==> src/rtl/bus_port_fifo.sv <==
// Per-slot bus port: TX FIFO feeding the arbiter pop port, RX FIFO fed by ID-filtered bus pushes.
// Optional define BUS_PORT_BCAST_EN: also accept destination ID 8'hFF as broadcast.
module bus_port_fifo #(
    parameter int          pckg_sz   = 16,
    parameter int          deep_fifo = 8,
    parameter logic [7:0]  MY_ID     = 8'h00
) (
    input  logic                         clk,
    input  logic                         reset,
    input  logic                         tx_push,
    input  logic [pckg_sz-1:0]           tx_data,
    output logic                         tx_full,
    output logic [$clog2(deep_fifo):0]   tx_count,
    output logic                         tx_ovf,
    output logic                         pndng,
    output logic [pckg_sz-1:0]           D_pop,
    input  logic                         pop,
    input  logic                         push,
    input  logic [pckg_sz-1:0]           D_push,
    output logic                         rx_valid,
    output logic [pckg_sz-1:0]           rx_data,
    input  logic                         rx_ready,
    output logic [7:0]                   rx_drop_cnt
);

    localparam int aw = $clog2(deep_fifo);
    localparam int cw = aw + 1;
    localparam logic [cw-1:0] full_cnt = cw'(deep_fifo);

    logic [pckg_sz-1:0] tx_mem [deep_fifo];
    logic [aw-1:0]      tx_wptr, tx_rptr;
    logic [cw-1:0]      tx_cnt;
    logic               tx_empty, tx_rd, tx_wr;

    logic [pckg_sz-1:0] rx_mem [deep_fifo];
    logic [aw-1:0]      rx_wptr, rx_rptr;
    logic [cw-1:0]      rx_cnt;
    logic               rx_empty, rx_full, rx_rd, rx_wr, rx_match, rx_drop;
    logic [7:0]         dest_id;

    assign tx_empty = (tx_cnt == '0);
    assign tx_full  = (tx_cnt == full_cnt);
    assign tx_rd    = pop && !tx_empty;
    // A full FIFO still accepts a write when the arbiter frees the head slot this cycle.
    assign tx_wr    = tx_push && (!tx_full || tx_rd);

    assign tx_count = tx_cnt;
    assign pndng    = !tx_empty;
    assign D_pop    = tx_empty ? '0 : tx_mem[tx_rptr];

    always_ff @(posedge clk) begin
        if (tx_wr) tx_mem[tx_wptr] <= tx_data;
    end

    always_ff @(posedge clk) begin
        if (reset) begin
            tx_wptr <= '0;
            tx_rptr <= '0;
            tx_cnt  <= '0;
            tx_ovf  <= 1'b0;
        end else begin
            if (tx_wr) tx_wptr <= tx_wptr + 1'b1;
            if (tx_rd) tx_rptr <= tx_rptr + 1'b1;
            if (tx_wr && !tx_rd)      tx_cnt <= tx_cnt + 1'b1;
            else if (tx_rd && !tx_wr) tx_cnt <= tx_cnt - 1'b1;
            if (tx_push && !tx_wr) tx_ovf <= 1'b1;
        end
    end

    assign dest_id = D_push[pckg_sz-1 -: 8];

`ifdef BUS_PORT_BCAST_EN
    assign rx_match = push && ((dest_id == MY_ID) || (dest_id == 8'hFF));
`else
    assign rx_match = push && (dest_id == MY_ID);
`endif

    assign rx_empty = (rx_cnt == '0);
    assign rx_full  = (rx_cnt == full_cnt);
    assign rx_valid = !rx_empty;
    assign rx_rd    = rx_valid && rx_ready;
    assign rx_wr    = rx_match && (!rx_full || rx_rd);
    assign rx_drop  = rx_match && !rx_wr;
    assign rx_data  = rx_empty ? '0 : rx_mem[rx_rptr];

    always_ff @(posedge clk) begin
        if (rx_wr) rx_mem[rx_wptr] <= D_push;
    end

    always_ff @(posedge clk) begin
        if (reset) begin
            rx_wptr     <= '0;
            rx_rptr     <= '0;
            rx_cnt      <= '0;
            rx_drop_cnt <= 8'd0;
        end else begin
            if (rx_wr) rx_wptr <= rx_wptr + 1'b1;
            if (rx_rd) rx_rptr <= rx_rptr + 1'b1;
            if (rx_wr && !rx_rd)      rx_cnt <= rx_cnt + 1'b1;
            else if (rx_rd && !rx_wr) rx_cnt <= rx_cnt - 1'b1;
            if (rx_drop && (rx_drop_cnt != 8'hFF)) rx_drop_cnt <= rx_drop_cnt + 8'd1;
        end
    end

endmodule

==> config.mk <==
export PLATFORM = sky130hd
export DESIGN_NAME = bus_port_fifo
export DESIGN_NICKNAME = d
export VERILOG_FILES = /design/src/rtl/bus_port_fifo.sv
export SDC_FILE = /design/constraint.sdc
export NUM_CORES = 1
export LEC_CHECK = 0
export ABC_AREA = 0
export BUFFER_PORTS_ARGS = -buffer_cell sky130_fd_sc_hd__buf_2
export CELL_PAD_IN_SITES_DETAIL_PLACEMENT = 1
export CELL_PAD_IN_SITES_GLOBAL_PLACEMENT = 1
export CORE_ASPECT_RATIO = 2
export CORE_MARGIN = 2
export CORE_UTILIZATION = 56
export DETAILED_ROUTE_END_ITERATION = 7
export GPL_TIMING_DRIVEN = 1
export HOLD_SLACK_MARGIN = 0.02
export PLACE_DENSITY = 0.84
export SYNTH_ARGS = -nofsm -noshare
export SYNTH_HDL_FRONTEND = slang
export SYNTH_SLANG_ARGS = --single-unit
==> constraint.sdc <==
create_clock -name clk -period 8.29 [get_ports clk]
set_input_delay 0.829 -clock clk [delete_from_list [all_inputs] [get_ports clk]]
set_output_delay 0.829 -clock clk [all_outputs]
set_load 0.005 [all_outputs]
## Yosys cells after proc, flatten, opt, wreduce, memory -nomap -nowiden

Memory sizes are Yosys's and may differ from the RTL's. A register that Yosys moved wholly into a read port is not among the register bits.
Cells that the tools add are included.

| storage, ports and cells | value |
|---|---|
| bits in registers | 29 |
| RAM bits | 256 |
| bits of input ports | 38 |
| output and inout port bits | 48 |
| word-level logic and storage cells | 63 |
| memories | 2 |

Memories:

| memory | words | bits a word | read ports | clocked after memory_dff | wr ports | RTL line | RTL |
|---|---|---|---|---|---|---|---|
| rx_mem | 8 | 16 | 1 | 1 | 1 | 35 | `logic [pckg_sz-1:0] rx_mem [deep_fifo];` |
| tx_mem | 8 | 16 | 1 | 1 | 1 | 30 | `logic [pckg_sz-1:0] tx_mem [deep_fifo];` |

| cells by class | value |
|---|---|
| add/sub/neg operators | 9 |
| equality and inequality tests | 3 |
| mux-type cells | 14 |
| reduce and logical (&&, ||, !) cells | 27 |

Operator list:

| cell | count |
|---|---|
| 2-to-1 mux 16 bit | 2 |
| 2-to-1 mux 4 bit | 4 |
| adder 3 x 1 -> 3 bit (second input constant) | 4 |
| logical AND 1 bit | 12 |
| 2-to-1 mux 3 bit | 4 |
| adder 4 x 1 -> 4 bit (second input constant) | 2 |
| adder 8 x 1 -> 8 bit (second input constant) | 1 |
| == test 4 bit (second input constant) | 2 |
| zero test 1 bit | 8 |
| zero test 4 bit | 2 |
| zero test 8 bit | 1 |
| inequality test 8 bit (second input constant) | 1 |
| subtractor 4 x 1 -> 4 bit (second input constant) | 2 |
| 2-to-1 mux 1 bit | 4 |
| nonzero test 2 bit | 2 |
| logical OR 1 bit | 2 |

## Depth between registers and ports, before layout

| depth | value |
|---|---|
| depth after elaboration | 9 |
| gate-level depth with buffers | 11 |

## Worst setup path before layout

No wires, ideal clock.

| path | value |
|---|---|
| path kind | input to register |
| from | input D_push[10] |
| to | memory rx_mem[0][0] (enable) |
| data arrival time | 3.141 ns |
| required time | 7.881 ns |
| path slack | 4.740 ns |
| cell stages on the path | 5 |
| buffers on the path | 0 |
| cells stage by stage | or4_4 a2111o_1 inv_2 nand2b_1 nor3_1 |

| on the way | value |
|---|---|
| word-level cells in the longest chain between the ends | 5 |

RTL lines:

| element | RTL line | RTL |
|---|---|---|
| start, declared | 19 | `input logic [pckg_sz-1:0] D_push,` |
| zero test 8 bit | 75 | `assign rx_match = push && (dest_id == MY_ID);` |
| logical AND 1 bit | 75 |  |
| logical AND 1 bit | 82 | `assign rx_wr = rx_match && (!rx_full \|\| rx_rd);` |
| net rx_wr | 38 | `logic rx_empty, rx_full, rx_rd, rx_wr, rx_match, rx_drop;` |
| 2-to-1 mux 1 bit | 87 | `if (rx_wr) rx_mem[rx_wptr] <= D_push;` |
| 2-to-1 mux 1 bit (not written as such) | 87 |  |
| end, declared | 35 |  |

The timed path passes the listed nets, and every way through them passes these cells.

==> impl_metrics.csv <==
group,metric,value,unit
placed_design,dpl_worst_slack,4580,ps
detailed_routing,wl,24.4,mm
clocking,worstSkewPairLatency,530,ps
floorplanning,core-area,0.0199,mm^2
yosys,netlist.area_leader.share,67.4,%
detailed_routing,total_vias_in_the_final_route,5876,
placed_design,io_buffers,85,
detailed_routing,routed_wire_length_per_instance,24.8,um
clocking,cts-root-to-sink-buffers,3,
global_route,pin_count_of_the_biggest_net_entering_global_routing,35,
detailed_routing,drt_pass1_iterations,5,
clocking,cts_root_buf,"sky130_fd_sc_hd__clkbuf_16",
final_layout,final_design_area_no_fill,0.0129,mm^2
sta,fin_tns_setup,0,ps
sta,final.min_clock_period,3300,ps
critical_path,timing_worst_setup_path_type,"register to output port",
pwr,clock_power_share,30.9,%
clocking,post_cts.repair.setup_buffers,0,
detailed_routing,vias_per_cell,5.97,
global_route,first_pass_grt_wire_length,38.0,mm
yosys,post_synthesis_cell_area,0.0114,mm^2
pwr,switching_share,26.1,%
floorplanning,num_ports,86,
sta,postLayoutSetupSlackWorst,4990,ps
clocking,clock_tree.htree_level_count,1,
clocking,cts_num_sinks,291,
detailed_routing,final_antenna_net_count,0,
final_layout,flow.area_growth_from_synthesis,13.3,%
pwr,power.static_leakage,4.22,nW
sta,timing_hold_violations_final,0,
final_layout,num_antenna_cells,0,
yosys,syn-num-nets,661,
clocking,ctsResizeCount,0,
floorplanning,dieArea,0.0216,mm^2
global_route,via_count_of_the_first_global_routing_pass,6516,
global_route,congestion_overflow_gr,0,
pwr,share_comb_of_total_power,20.7,%
floorplanning,die_height,206,um
critical_path,required_time_at_the_endpoint_of_the_critical_path,7460,ps
yosys,synth_top_cell_by_area,"sky130_fd_sc_hd__edfxtp_1",
critical_path,end_kind,"output port",
worst_hold_path,worstHoldPathType,"register to register",
floorplanning,die_width,105,um
pwr,pwr-share-seq,48.4,%
yosys,synthesis.area_per_instance,18.7,um^2
sta,finalCritPeriodShare,39.8,%
critical_path,cp_data_arrival_time,2470,ps
flow_run,cap_viol_max_count,0,
sta,unrepaired_setup_endpoints_after_global_routing,"no",
clocking,cts_tree,"done",
pwr,power_density,271,mW/mm^2
sta,maxSlewViolCount,0,
yosys,ys_warn_count,0,
critical_path,start_kind,"register",
floorplanning,placement_rows,73,
yosys,synth_cells,610,
clocking,clock_buffer_count_from_cts,25,
final_layout,design.final.nets,754,
placed_design,globalplace.congestion,0.755,
final_layout,post_route_cells_drive_above_1_share,29.4,%
critical_path,crit_path_max_fanout,32,
floorplanning,starting_density_of_the_core,57.3,%
sta,worst_clock_skew,9.12,ps
yosys,yosys.cell_types.count,40,
clocking,cts-hold-fix-buffers,0,
yosys,yosys_register_bits,291,
pwr,p_switching,0.914,mW
status,run_status,"completed",
global_route,groute.usage.overall,23.6,%
detailed_routing,drc,0,
global_route,antenna_found_initial,0,
pwr,p_int,2.59,mW
final_layout,layout_common_cells,"256 x sky130_fd_sc_hd__edfxtp_1, 85 x sky130_fd_sc_hd__buf_2, 64 x sky130_fd_sc_hd__mux4_2, 55 x sky130_fd_sc_hd__nor2_1, 35 x sky130_fd_sc_hd__mux2i_1",
clocking,clkSlewWorstSetupHoldPaths,70,ps
yosys,synthTopCellsByArea,"sky130_fd_sc_hd__edfxtp_1 67%, sky130_fd_sc_hd__mux4_2 13%, sky130_fd_sc_hd__dfxtp_1 6.1%, sky130_fd_sc_hd__mux2i_1 3.1%, sky130_fd_sc_hd__nor2_1 2.2%",
final_layout,final_common_cell,"sky130_fd_sc_hd__edfxtp_1",
sta,worst-slew-pin-transition,1150,ps
pwr,power.total,3.50,mW
pwr,worst_ir_drop_vdd,233,uV
placed_design,hpwl,15.8,mm
detailed_routing,drt_iter0_drc,289,
sta,max_clock_freq,303,MHz
sta,maxSlewHeadroom,23.2,%
yosys,sequential_element_share_of_the_synthesized_area,73.5,%
placed_design,place_area,0.0122,mm^2
sta,final_setup_violations,0,
stage by stage:
stage               cells  hold WS (ps)  utilization, %
detailed placement    938           466            61.2
floorplan             610           454               -
finish                984           489            64.9
global route          984           517            64.9
CTS                   984           492            64.9
global placement      938           445            61.2
cell families after synthesis:
kind of cell | synth area share [%]
adder cells (fa/ha/maj) | 1.56
flip-flops | 73.5
buffers and inverters | 1.29
XOR/XNOR | 0.691
AO/OA/AOI/OAI | 1.84
AND/OR/NAND/NOR | 5.20
multiplexers | 15.9
state kept, by name (all words and copies together) (netlist names), named ones only:
signal / flops
tx_wptr: 3
tx_mem: 128
tx_count: 4
rx_cnt: 4
rx_drop_cnt: 8
tx_ovf: 1
tx_rptr: 3
rx_wptr: 3
rx_mem: 128
rx_rptr: 3
final timing paths:
kind,from,endpoint,slack [ps],cells past startpoint
setup reg to reg,rx_cnt[0],rx_cnt[3],5280,12
setup / recovery,register,D_pop[6],4990,5
hold reg to reg,tx_ovf,tx_ovf,490,2
hold / removal,tx_ovf,tx_ovf,490,2
worst max-delay path: stages, from the launching register on:
cell	delay, ps
sky130_fd_sc_hd__dfxtp_2	320
sky130_fd_sc_hd__buf_4	500
sky130_fd_sc_hd__mux4_2	610
sky130_fd_sc_hd__mux2i_1	210
sky130_fd_sc_hd__nor2_1	100
sky130_fd_sc_hd__buf_2	150
routing by layer:
layer | up-vias | routed length [um] | GRT usage, %
met5 | - | 0 | 0
met4 | 0 | 616 | 7.90
met3 | 35 | 820 | 2.96
met2 | 141 | 14300 | 46.8
met1 | 3095 | 8630 | 25.5
li1 | 2605 | - | -
synth_stat cells:
master / n
sky130_fd_sc_hd__a2111o_1: 1
sky130_fd_sc_hd__a211oi_1: 2
sky130_fd_sc_hd__a21oi_1: 17
sky130_fd_sc_hd__a31oi_1: 2
sky130_fd_sc_hd__and2_1: 1
sky130_fd_sc_hd__and4_1: 2
sky130_fd_sc_hd__buf_1: 6
sky130_fd_sc_hd__buf_2: 7
sky130_fd_sc_hd__clkbuf_1: 15
sky130_fd_sc_hd__dfxtp_1: 35
sky130_fd_sc_hd__edfxtp_1: 256
sky130_fd_sc_hd__fa_1: 2
sky130_fd_sc_hd__ha_1: 11
sky130_fd_sc_hd__inv_1: 6
sky130_fd_sc_hd__inv_2: 3
sky130_fd_sc_hd__mux2_1: 2
sky130_fd_sc_hd__mux2i_1: 35
sky130_fd_sc_hd__mux4_2: 64
sky130_fd_sc_hd__nand2_1: 13
sky130_fd_sc_hd__nand2b_1: 8
sky130_fd_sc_hd__nand3_1: 7
sky130_fd_sc_hd__nand4_1: 2
sky130_fd_sc_hd__nor2_1: 67
sky130_fd_sc_hd__nor2b_1: 4
sky130_fd_sc_hd__nor3_1: 6
sky130_fd_sc_hd__nor4_1: 1
sky130_fd_sc_hd__nor4b_1: 1
sky130_fd_sc_hd__o211ai_1: 1
sky130_fd_sc_hd__o21a_1: 1
sky130_fd_sc_hd__o21ai_1: 3
sky130_fd_sc_hd__o21ba_1: 1
sky130_fd_sc_hd__o31ai_1: 5
sky130_fd_sc_hd__o41ai_1: 1
sky130_fd_sc_hd__or3_1: 5
sky130_fd_sc_hd__or4_1: 5
sky130_fd_sc_hd__or4_4: 1
sky130_fd_sc_hd__or4b_1: 1
sky130_fd_sc_hd__or4bb_1: 1
sky130_fd_sc_hd__xnor2_1: 2
sky130_fd_sc_hd__xor2_1: 7
power groups by stage:
stage          sequential, mW  clock (mW)  combinational (mW)
4_1_cts                  1.69        1.10               0.742
2_1_floorplan            1.70           0               0.491
3_5_place_dp             1.72           0               0.733
3_3_place_gp             1.72           0               0.704
6_report                 1.69        1.08               0.724
5_1_grt                  1.70        1.16               0.794
layout make-up:
type	instances	area [um^2]
clock buffers	38	674
clock inverters	8	65.1
fillers	1718	6980
inverters	9	33.8
multi-input cells	282	2940
flip-flops and latches	291	8390
well taps	262	328
repair buffers	94	493
Power figures use the tool's default switching activity.
